==> config.mk <==
export PLATFORM = sky130hd
export DESIGN_NAME = sc_fifo
export DESIGN_NICKNAME = d
export VERILOG_FILES = /design/src/rtl/dual_port_ram.sv /design/src/rtl/sc_fifo.sv
export SDC_FILE = /design/constraint.sdc
export NUM_CORES = 2
export LEC_CHECK = 0
export ABC_AREA = 1
export ABC_CLOCK_PERIOD_IN_PS = 2900
export CAP_MARGIN = 20
export CORE_ASPECT_RATIO = 1.2
export CORE_MARGIN = 2
export CORE_UTILIZATION = 47
export DETAILED_ROUTE_END_ITERATION = 16
export GPL_ROUTABILITY_DRIVEN = 0
export PLACE_DENSITY = 0.7
export REMOVE_ABC_BUFFERS = 1
export SYNTH_ARGS = -nofsm -noshare
export SYNTH_HDL_FRONTEND = slang
export SYNTH_SLANG_ARGS = --single-unit
==> constraint.sdc <==
create_clock -name clk -period 2.9 [get_ports clk]
set_clock_uncertainty 0.1 [all_clocks]
set_input_delay 0.58 -clock clk [delete_from_list [all_inputs] [get_ports clk]]
set_output_delay 0.58 -clock clk [all_outputs]
set_load 0.01 [all_outputs]
==> src/rtl/dual_port_ram.sv <==
// Simple dual-port RAM: one synchronous write port, one registered read port with enable.
// Contents are not reset; the read register holds its value while read_en is low.
module dual_port_ram #(
    parameter int unsigned DATA_WIDTH = 8,
    parameter int unsigned ADDR_WIDTH = 8
) (
    input  logic                  write_clock,
    input  logic                  write_en,
    input  logic [ADDR_WIDTH-1:0] write_addr,
    input  logic [DATA_WIDTH-1:0] write_data,
    input  logic                  read_clock,
    input  logic                  read_en,
    input  logic [ADDR_WIDTH-1:0] read_addr,
    output logic [DATA_WIDTH-1:0] read_data
);

    localparam int unsigned DEPTH = 1 << ADDR_WIDTH;

    logic [DATA_WIDTH-1:0] mem_q [DEPTH];

    always_ff @(posedge write_clock) begin
        if (write_en) begin
            mem_q[write_addr] <= write_data;
        end
    end

    always_ff @(posedge read_clock) begin
        if (read_en) begin
            read_data <= mem_q[read_addr];
        end
    end

endmodule

==> src/rtl/sc_fifo.sv <==
// Single-clock FIFO on dual_port_ram with standard or first-word-fall-through output,
// registered status flags and sticky overflow/underflow.
module sc_fifo #(
    parameter int unsigned DATA_WIDTH = 8,
    parameter int unsigned ADDR_WIDTH = 8,
    parameter int unsigned FWFT       = 0,
    parameter int unsigned AF_LEVEL   = (1 << ADDR_WIDTH) - 1,
    parameter int unsigned AE_LEVEL   = 1
) (
    input  logic                  clk,
    input  logic                  reset,
    input  logic                  clear,
    input  logic [DATA_WIDTH-1:0] data_w,
    input  logic                  req_w,
    output logic                  full,
    output logic [DATA_WIDTH-1:0] data_r,
    input  logic                  req_r,
    output logic                  valid_r,
    output logic                  empty,
    output logic [ADDR_WIDTH:0]   count,
    output logic                  almost_full,
    output logic                  almost_empty,
    output logic                  overflow,
    output logic                  underflow
);

    localparam int unsigned      DEPTH   = 1 << ADDR_WIDTH;
    localparam int unsigned      PTR_W   = ADDR_WIDTH + 1;
    localparam logic [PTR_W-1:0] DEPTH_C = PTR_W'(DEPTH);
    localparam logic [PTR_W-1:0] AF_C    = PTR_W'(AF_LEVEL);
    localparam logic [PTR_W-1:0] AE_C    = PTR_W'(AE_LEVEL);
    localparam logic [PTR_W-1:0] PTR_ONE = PTR_W'(1);

    logic [PTR_W-1:0]      wr_ptr_q, wr_ptr_d;
    logic [PTR_W-1:0]      rd_ptr_q, rd_ptr_d;
    logic [PTR_W-1:0]      count_q, count_d;
    logic                  full_q, full_d;
    logic                  empty_q, empty_d;
    logic                  afull_q, afull_d;
    logic                  aempty_q, aempty_d;
    logic                  ovf_q, ovf_d;
    logic                  unf_q, unf_d;
    logic                  ram_vld_q, ram_vld_d;
    logic                  out_vld_q, out_vld_d;
    logic [DATA_WIDTH-1:0] data_r_q, data_r_d;
    logic [DATA_WIDTH-1:0] ram_rdata;
    logic                  push;
    logic                  pop;
    logic                  ram_read;
    logic                  out_load;
    logic                  ram_has_data;

    dual_port_ram #(
        .DATA_WIDTH (DATA_WIDTH),
        .ADDR_WIDTH (ADDR_WIDTH)
    ) u_ram (
        .write_clock (clk),
        .write_en    (push),
        .write_addr  (wr_ptr_q[ADDR_WIDTH-1:0]),
        .write_data  (data_w),
        .read_clock  (clk),
        .read_en     (ram_read),
        .read_addr   (rd_ptr_q[ADDR_WIDTH-1:0]),
        .read_data   (ram_rdata)
    );

    always_comb begin
        push         = req_w & ~full_q & ~clear;
        pop          = req_r & ~empty_q & ~clear;
        ram_has_data = (wr_ptr_q != rd_ptr_q);

        // ram_vld marks a word sitting in the RAM read register, not yet in data_r.
        if (FWFT != 0) begin
            out_load  = ram_vld_q & (~out_vld_q | pop) & ~clear;
            ram_read  = ram_has_data & (~ram_vld_q | out_load) & ~clear;
            out_vld_d = ~clear & (out_load | (out_vld_q & ~pop));
            ram_vld_d = ~clear & (ram_read | (ram_vld_q & ~out_load));
        end else begin
            out_load  = ram_vld_q & ~clear;
            ram_read  = pop;
            out_vld_d = out_load;
            ram_vld_d = ram_read;
        end

        wr_ptr_d = clear ? '0 : wr_ptr_q + PTR_W'(push);
        rd_ptr_d = clear ? '0 : rd_ptr_q + PTR_W'(ram_read);

        count_d = count_q;
        if (clear) begin
            count_d = '0;
        end else if (push && !pop) begin
            count_d = count_q + PTR_ONE;
        end else if (pop && !push) begin
            count_d = count_q - PTR_ONE;
        end

        full_d   = (count_d == DEPTH_C);
        empty_d  = (FWFT != 0) ? ~out_vld_d : (count_d == '0);
        afull_d  = (count_d >= AF_C);
        aempty_d = (count_d <= AE_C);

        ovf_d = ~clear & (ovf_q | (req_w & full_q));
        unf_d = ~clear & (unf_q | (req_r & empty_q));

        data_r_d = out_load ? ram_rdata : data_r_q;
    end

    always_ff @(posedge clk or posedge reset) begin
        if (reset) begin
            wr_ptr_q  <= '0;
            rd_ptr_q  <= '0;
            count_q   <= '0;
            full_q    <= 1'b0;
            empty_q   <= 1'b1;
            afull_q   <= 1'b0;
            aempty_q  <= 1'b1;
            ovf_q     <= 1'b0;
            unf_q     <= 1'b0;
            ram_vld_q <= 1'b0;
            out_vld_q <= 1'b0;
            data_r_q  <= '0;
        end else begin
            wr_ptr_q  <= wr_ptr_d;
            rd_ptr_q  <= rd_ptr_d;
            count_q   <= count_d;
            full_q    <= full_d;
            empty_q   <= empty_d;
            afull_q   <= afull_d;
            aempty_q  <= aempty_d;
            ovf_q     <= ovf_d;
            unf_q     <= unf_d;
            ram_vld_q <= ram_vld_d;
            out_vld_q <= out_vld_d;
            data_r_q  <= data_r_d;
        end
    end

    assign full         = full_q;
    assign empty        = empty_q;
    assign count        = count_q;
    assign almost_full  = afull_q;
    assign almost_empty = aempty_q;
    assign overflow     = ovf_q;
    assign underflow    = unf_q;
    assign valid_r      = out_vld_q;
    assign data_r       = data_r_q;

endmodule

# [Yosys cells after proc, flatten, opt, wreduce, memory -nomap -nowiden]
# Memory sizes are Yosys's and may differ from the RTL's. A register that Yosys moved wholly into a read port is not among the register bits.
# Cells that the tools add are included.
# W data, S select, Z words.
[classes] n_mux=7 n_div=0 add_sub_neg=4 n_mul=0 n_shift=0 magnitude_cmp=2 n_eq_ne=1 n_reduce_logical=5 bitwise=14
[op_table] operator="$mux W9" n=5
[op_table] operator="$add A9 B1 Y9" n=2
[op_table] operator="$add A9 B1 Y9 const B" n=1
[op_table] operator="$and A1 B1 Y1" n=9
[op_table] operator="$eq A9 B9 Y1 const B" n=1
[op_table] operator="$ge A9 B8 Y1 const B" n=1
[op_table] operator="$le A9 B1 Y1 const B" n=1
[op_table] operator="$logic_not A9 Y1" n=1
[op_table] operator="$sub A9 B1 Y9 const B" n=1
[op_table] operator="$not A1 Y1" n=3
[op_table] operator="$logic_and A1 B1 Y1" n=2
[op_table] operator="$logic_not A1 Y1" n=2
[op_table] operator="$mux W1" n=2
[op_table] operator="$or A1 B1 Y1" n=2
[totals] memories=1 regBits=43 ramBits=2048 out_inout_bits=24 elab_cells=46 mem_bits_ro=0 in_bits=13 latch_bits=0
[memory_table] name="u_ram.mem_q" depth=256 word_bits=8 rd=1 rd_ports_with_merged_regs=1 write_ports=1 line="dual_port_ram.sv:19" rtl="logic [DATA_WIDTH-1:0] mem_q [DEPTH];"

# [Depth between registers and ports, before layout]
[depth] ltp_word=9 mapped_depth=15 ltp_nobuf=13

# [Hierarchy]
# Synthesis repeated with hierarchy kept, for this count alone.
[unflattened] cells_unflattened=7281 hier_area_um2=85623.4
[by_module_without_submodules] module="dual_port_ram" cells_per_inst=7003 area_each_um2=83476.3 instances=1 seq_area_each_um2=61739.2
[by_module_without_submodules] module="sc_fifo" cells_per_inst=278 area_each_um2=2147.1 instances=1 seq_area_each_um2=1028.5

# [Worst setup path before layout]
# Ideal clock, no wire load.
[synth_timing] path_kind="input to register" startpoint="input port clear" endpoint="register rd_ptr_q[6]" setup_ns=0.137 path_buffers=1 t_required_ns=2.663 stages=9 arrival_time_ns=2.159 path_slack_ns=0.504 cell_sequence="buf_6 -> nor3_2 -> ha_1 -> ha_1 -> nand2_1 -> nor3_1 -> nand2_1 -> o21ai_0 -> a21oi_1"
[synth_via] elab_chain_len=4
[synth_lines] item="from (decl)" line="sc_fifo.sv:12" rtl="input logic clear,"
[synth_lines] item="$not A1 Y1" line="sc_fifo.sv:69" rtl="pop = req_r & ~empty_q & ~clear;"
[synth_lines] item="$and A1 B1 Y1" line="sc_fifo.sv:69"
[synth_lines] item="named net pop" line="sc_fifo.sv:48" rtl="logic pop;"
[synth_lines] item="$add A9 B1 Y9" line="sc_fifo.sv:86" rtl="rd_ptr_d = clear ? '0 : rd_ptr_q + PTR_W'(ram_read);"
[synth_lines] item="$mux W9" line="sc_fifo.sv:86"
[synth_lines] item="named net rd_ptr_d[6]" line="sc_fifo.sv:35" rtl="logic [PTR_W-1:0] rd_ptr_q, rd_ptr_d;"
[synth_lines] item="to (signal assigned)" line="sc_fifo.sv:124" rtl="rd_ptr_q <= rd_ptr_d;"
[synth_lines] item="to (decl)" line="sc_fifo.sv:35"
# The timed path passes the listed nets, and every way through them passes these cells.
# A chain may end at the register's enable or synchronous reset.

==> flow_summary.toml <==
[run_status]
result_of_the_run = "finished with violations"
violations_in_the_final_reports = "negative setup slack"

[yosys]
synth_edf_count = 2056
main_combinational_cell_family_by_area_after_synthesis = "simple AND/OR/NAND/NOR gates"
synth.yosys.seq_area_share_pct = 73.3
synth-simple-area-share_pct = 22.9
yosysWarningCount = 0
fraction_of_synthesized_area_in_multiplexers_pct = 0
synth_top_flop_cell = "sky130_fd_sc_hd__edfxtp_1"
syn-cell-area_mm2 = 0.0857
synthesis.instances = 7282
yosys.area_share.adder_pct = 0.0876
synth_compound_area_share_pct = 0.345
netlist-cell-type-count = 32
synthXorXnorAreaFrac_pct = 0.0920
synth-async-reset-ratio_pct = 1.96
post_synth.cell_area_avg_um2 = 11.8
synth_seq_cells = 2097

[power]
net-switching-power_w = 0.0158
pwr-share-clk_pct = 38.1
p_comb_share_pct = 10.3
sequentialPowerShare_pct = 51.6
vdd_drop_max_mv = 0.681
power.internal_w = 0.0492
power.total_w = 0.0649
switching_share_pct = 24.3
power_density_mw_per_mm2 = 662
p_leak_nw = 34.9

[worst_setup_path]
worstPathRequired_ns = 3.40
worst_path_largest_cell_delay_ns = 0.56
startpoint_type = "flip-flop"
cp_max_fo = 83
worst-setup-path-type = "reg -> reg"
critical_path.startpoint = "rd_ptr_q[0]"
cp.arrival_ns = 3.42
critical_path.most_common_cell = "sky130_fd_sc_hd__nand3_1"
crit_chain = "clkinv_16 > buf_16 > nand2_1 > nand3_1 > nand3_1 > nand3_1 > nand3_1 > nand3_1 > nand3_1 > nand2_1 > nand2_1 > nand2_1"
beginning_of_the_worst_register_to_register_path = "rd_ptr_q[0]"
worst_path_max_delay_cell = "sky130_fd_sc_hd__dfrtp_4"
cp-end-kind = "flip-flop"

[detailed_routing]
wire_per_inst_um = 23.1
detailroute.via_count = 58300
initialDrtViolationCount = 7642
detail-route-antenna-nets = 0
route.detailed.drc = 0
detail_routed_via_count_per_cell = 5.76
wl_um = 234000
firstDrtPassIters = 7

[sta]
grt_setup_unrepaired = "true"
setup_tns_ns = -0.0335
share_of_the_clock_period_used_by_the_worst_path_pct = 101
worst_pin_slew_ns = 0.727
hold_viol_final = 0
finalWorstPathRequiredPeriod_ns = 2.92
setup_slack_of_the_critical_path_after_layout_ns = -0.0175
setup_violations = 2
slew_viol_final = 0
upper_clock_frequency_limit_ghz = 0.343
slew_headroom_pct = 51.3

[hold_path]
hold_path.startpoint = "data_w[7]"
hold_path_class = "in -> reg"

[final_layout]
nFillCells = 14700
finish.instance_area_mm2 = 0.0981
areaGrowthSynthToFinish_pct = 14.5
finalNetCount = 7565
final_cell_mix = "sky130_fd_sc_hd__nand2_1, sky130_fd_sc_hd__edfxtp_1, sky130_fd_sc_hd__nand3_1, sky130_fd_sc_hd__buf_4, sky130_fd_sc_hd__nor2_1"
drive_gt1_share_pct = 10.9
leading_cell_type_in_the_layout_fill_and_taps_excluded = "sky130_fd_sc_hd__nand2_1"
fin_util_pct = 54.2

[global_route]
use_met2_pct = 41.7
global_route.usage.met1_pct = 30.9
grt_start_max_net_pins = 111
grt_util_all_layers_pct = 24.6
antenna_found_initial = 3
grt_pass1_wl_um = 345000
remaining_global_route_overflow = 0
gr-usage-met3_pct = 4.31
vias_in_the_first_global_route = 56400
busiest_layer = "met2"

[floorplan]
coreArea_mm2 = 0.181
die-area_mm2 = 0.186
die_height_um = 472
die_width_um = 394
floorplan.rows = 171
floorplan.initialDensity_pct = 47.3
floorplan.io_pins = 37

[cts]
clk_pin_slew_worst_paths_ns = 0.07
cts-htree-levels = 4
tritoncts = "yes"
clock_latency_ns = 0.85
ctsRootBufferMaster = "sky130_fd_sc_hd__clkbuf_16"
cts_num_sinks = 2097
clock_tree.buffer_depth = 3
inserted_clock_buffers = 187

[job]
drv_cap = 0

[place]
post-place-ws_ns = -0.206
detailed_place.area_mm2 = 0.0918
place_hpwl_um = 142000
port_buffers = 36
## worst max-delay path, delay by kind of cell (launching register included)
kind	cells	cell delay, ns
buf+inv	2	0.50
flops	1	0.56
simple gates	10	1.40
## final timing paths
kind                                        to  slack [ns]  cells after the start
max reg2reg                 u_ram.read_data[0]       -0.02                     12
min in group asynchronous          wr_ptr_q[0]        0.48                      3
min reg2reg                          data_r[4]        0.35                      2
max in group asynchronous          rd_ptr_q[2]        1.55                      4
min                        u_ram.mem_q[163][7]        0.06                      1
max                         u_ram.read_data[0]       -0.02                     12
## stage by stage
step / cells / hold slack, ns
after floorplan: 6795 / 0.318
after detailed placement: 9770 / 0.332
after CTS: 10100 / 0.0185
after global routing: 10100 / 0.0338
final: 10100 / 0.0556
after global placement: 9770 / 0.326
## power groups by stage
stage / sequential (W) / combinational, W / clock [W]
2_1_floorplan: 0.0345 / 0.00328 / 0
3_3_place_gp: 0.0342 / 0.00638 / 0
3_5_place_dp: 0.0342 / 0.00651 / 0
6_report: 0.0335 / 0.00667 / 0.0247
5_1_grt: 0.0335 / 0.00728 / 0.0261
4_1_cts: 0.0335 / 0.00655 / 0.0249
## kinds of logic (layout without fill, tap and decap cells)
kind of cell,after synthesis,in the layout
compound gates,55,55
xor+xnor,9,9
fa+ha+maj,6,6
buf+inv,558,979
flops,2097,2097
other cells,0,2
simple gates,4557,4557
## cells in the mapped netlist, types with 3 or more instances
cell type	number	area share (%)
sky130_fd_sc_hd__a21oi_1	36	0.21
sky130_fd_sc_hd__buf_1	23	0.10
sky130_fd_sc_hd__buf_2	303	1.8
sky130_fd_sc_hd__buf_4	45	0.39
sky130_fd_sc_hd__buf_6	27	0.35
sky130_fd_sc_hd__clkbuf_1	89	0.39
sky130_fd_sc_hd__clkinv_1	5	0.022
sky130_fd_sc_hd__dfrtp_1	39	1.1
sky130_fd_sc_hd__edfxtp_1	2056	72
sky130_fd_sc_hd__ha_1	6	0.088
sky130_fd_sc_hd__inv_1	62	0.27
sky130_fd_sc_hd__inv_2	3	0.013
sky130_fd_sc_hd__nand2_1	2255	9.9
sky130_fd_sc_hd__nand3_1	1971	12
sky130_fd_sc_hd__nor2_1	313	1.4
sky130_fd_sc_hd__nor3_1	10	0.058
sky130_fd_sc_hd__o21ai_0	9	0.053
sky130_fd_sc_hd__xor2_1	9	0.092
## state kept, by name, summed over array words and instances (netlist names)
signal,cells
data_r,8
overflow,1
full,1
almost_full,1
rd_ptr_q,8
empty,1
u_ram.read_data,8
ram_vld_q,1
wr_ptr_q,8
u_ram.mem_q,2048
count,9
underflow,1
almost_empty,1
valid_r,1
## what timing repair did
action,CTS,global route
hold buffers,2,0
endpoints found under the setup margin,0,8
hold endpoints to repair,14,0
gates resized for setup,0,16
setup buffers,0,6
## layer usage
layer	share of wire, %	vias up
li1	-	26200
met1	37	28300
met2	49	3179
met3	9.1	626
met4	4.9	6
met5	0.024	-
## final cells by class
class	count	area (um2)	share of cell area (%)
well taps	2422	3030	3.09
repair inverters	1	11.3	0.0115
inverters	71	310	0.316
clock buffers	228	4980	5.08
flip-flops and latches	2097	62800	64.0
multi-input cells	4627	20100	20.5
diodes	2	5.00	0.00510
repair buffers	561	5680	5.80
clock inverters	118	1130	1.15
Power figures use the tool's default switching activity.
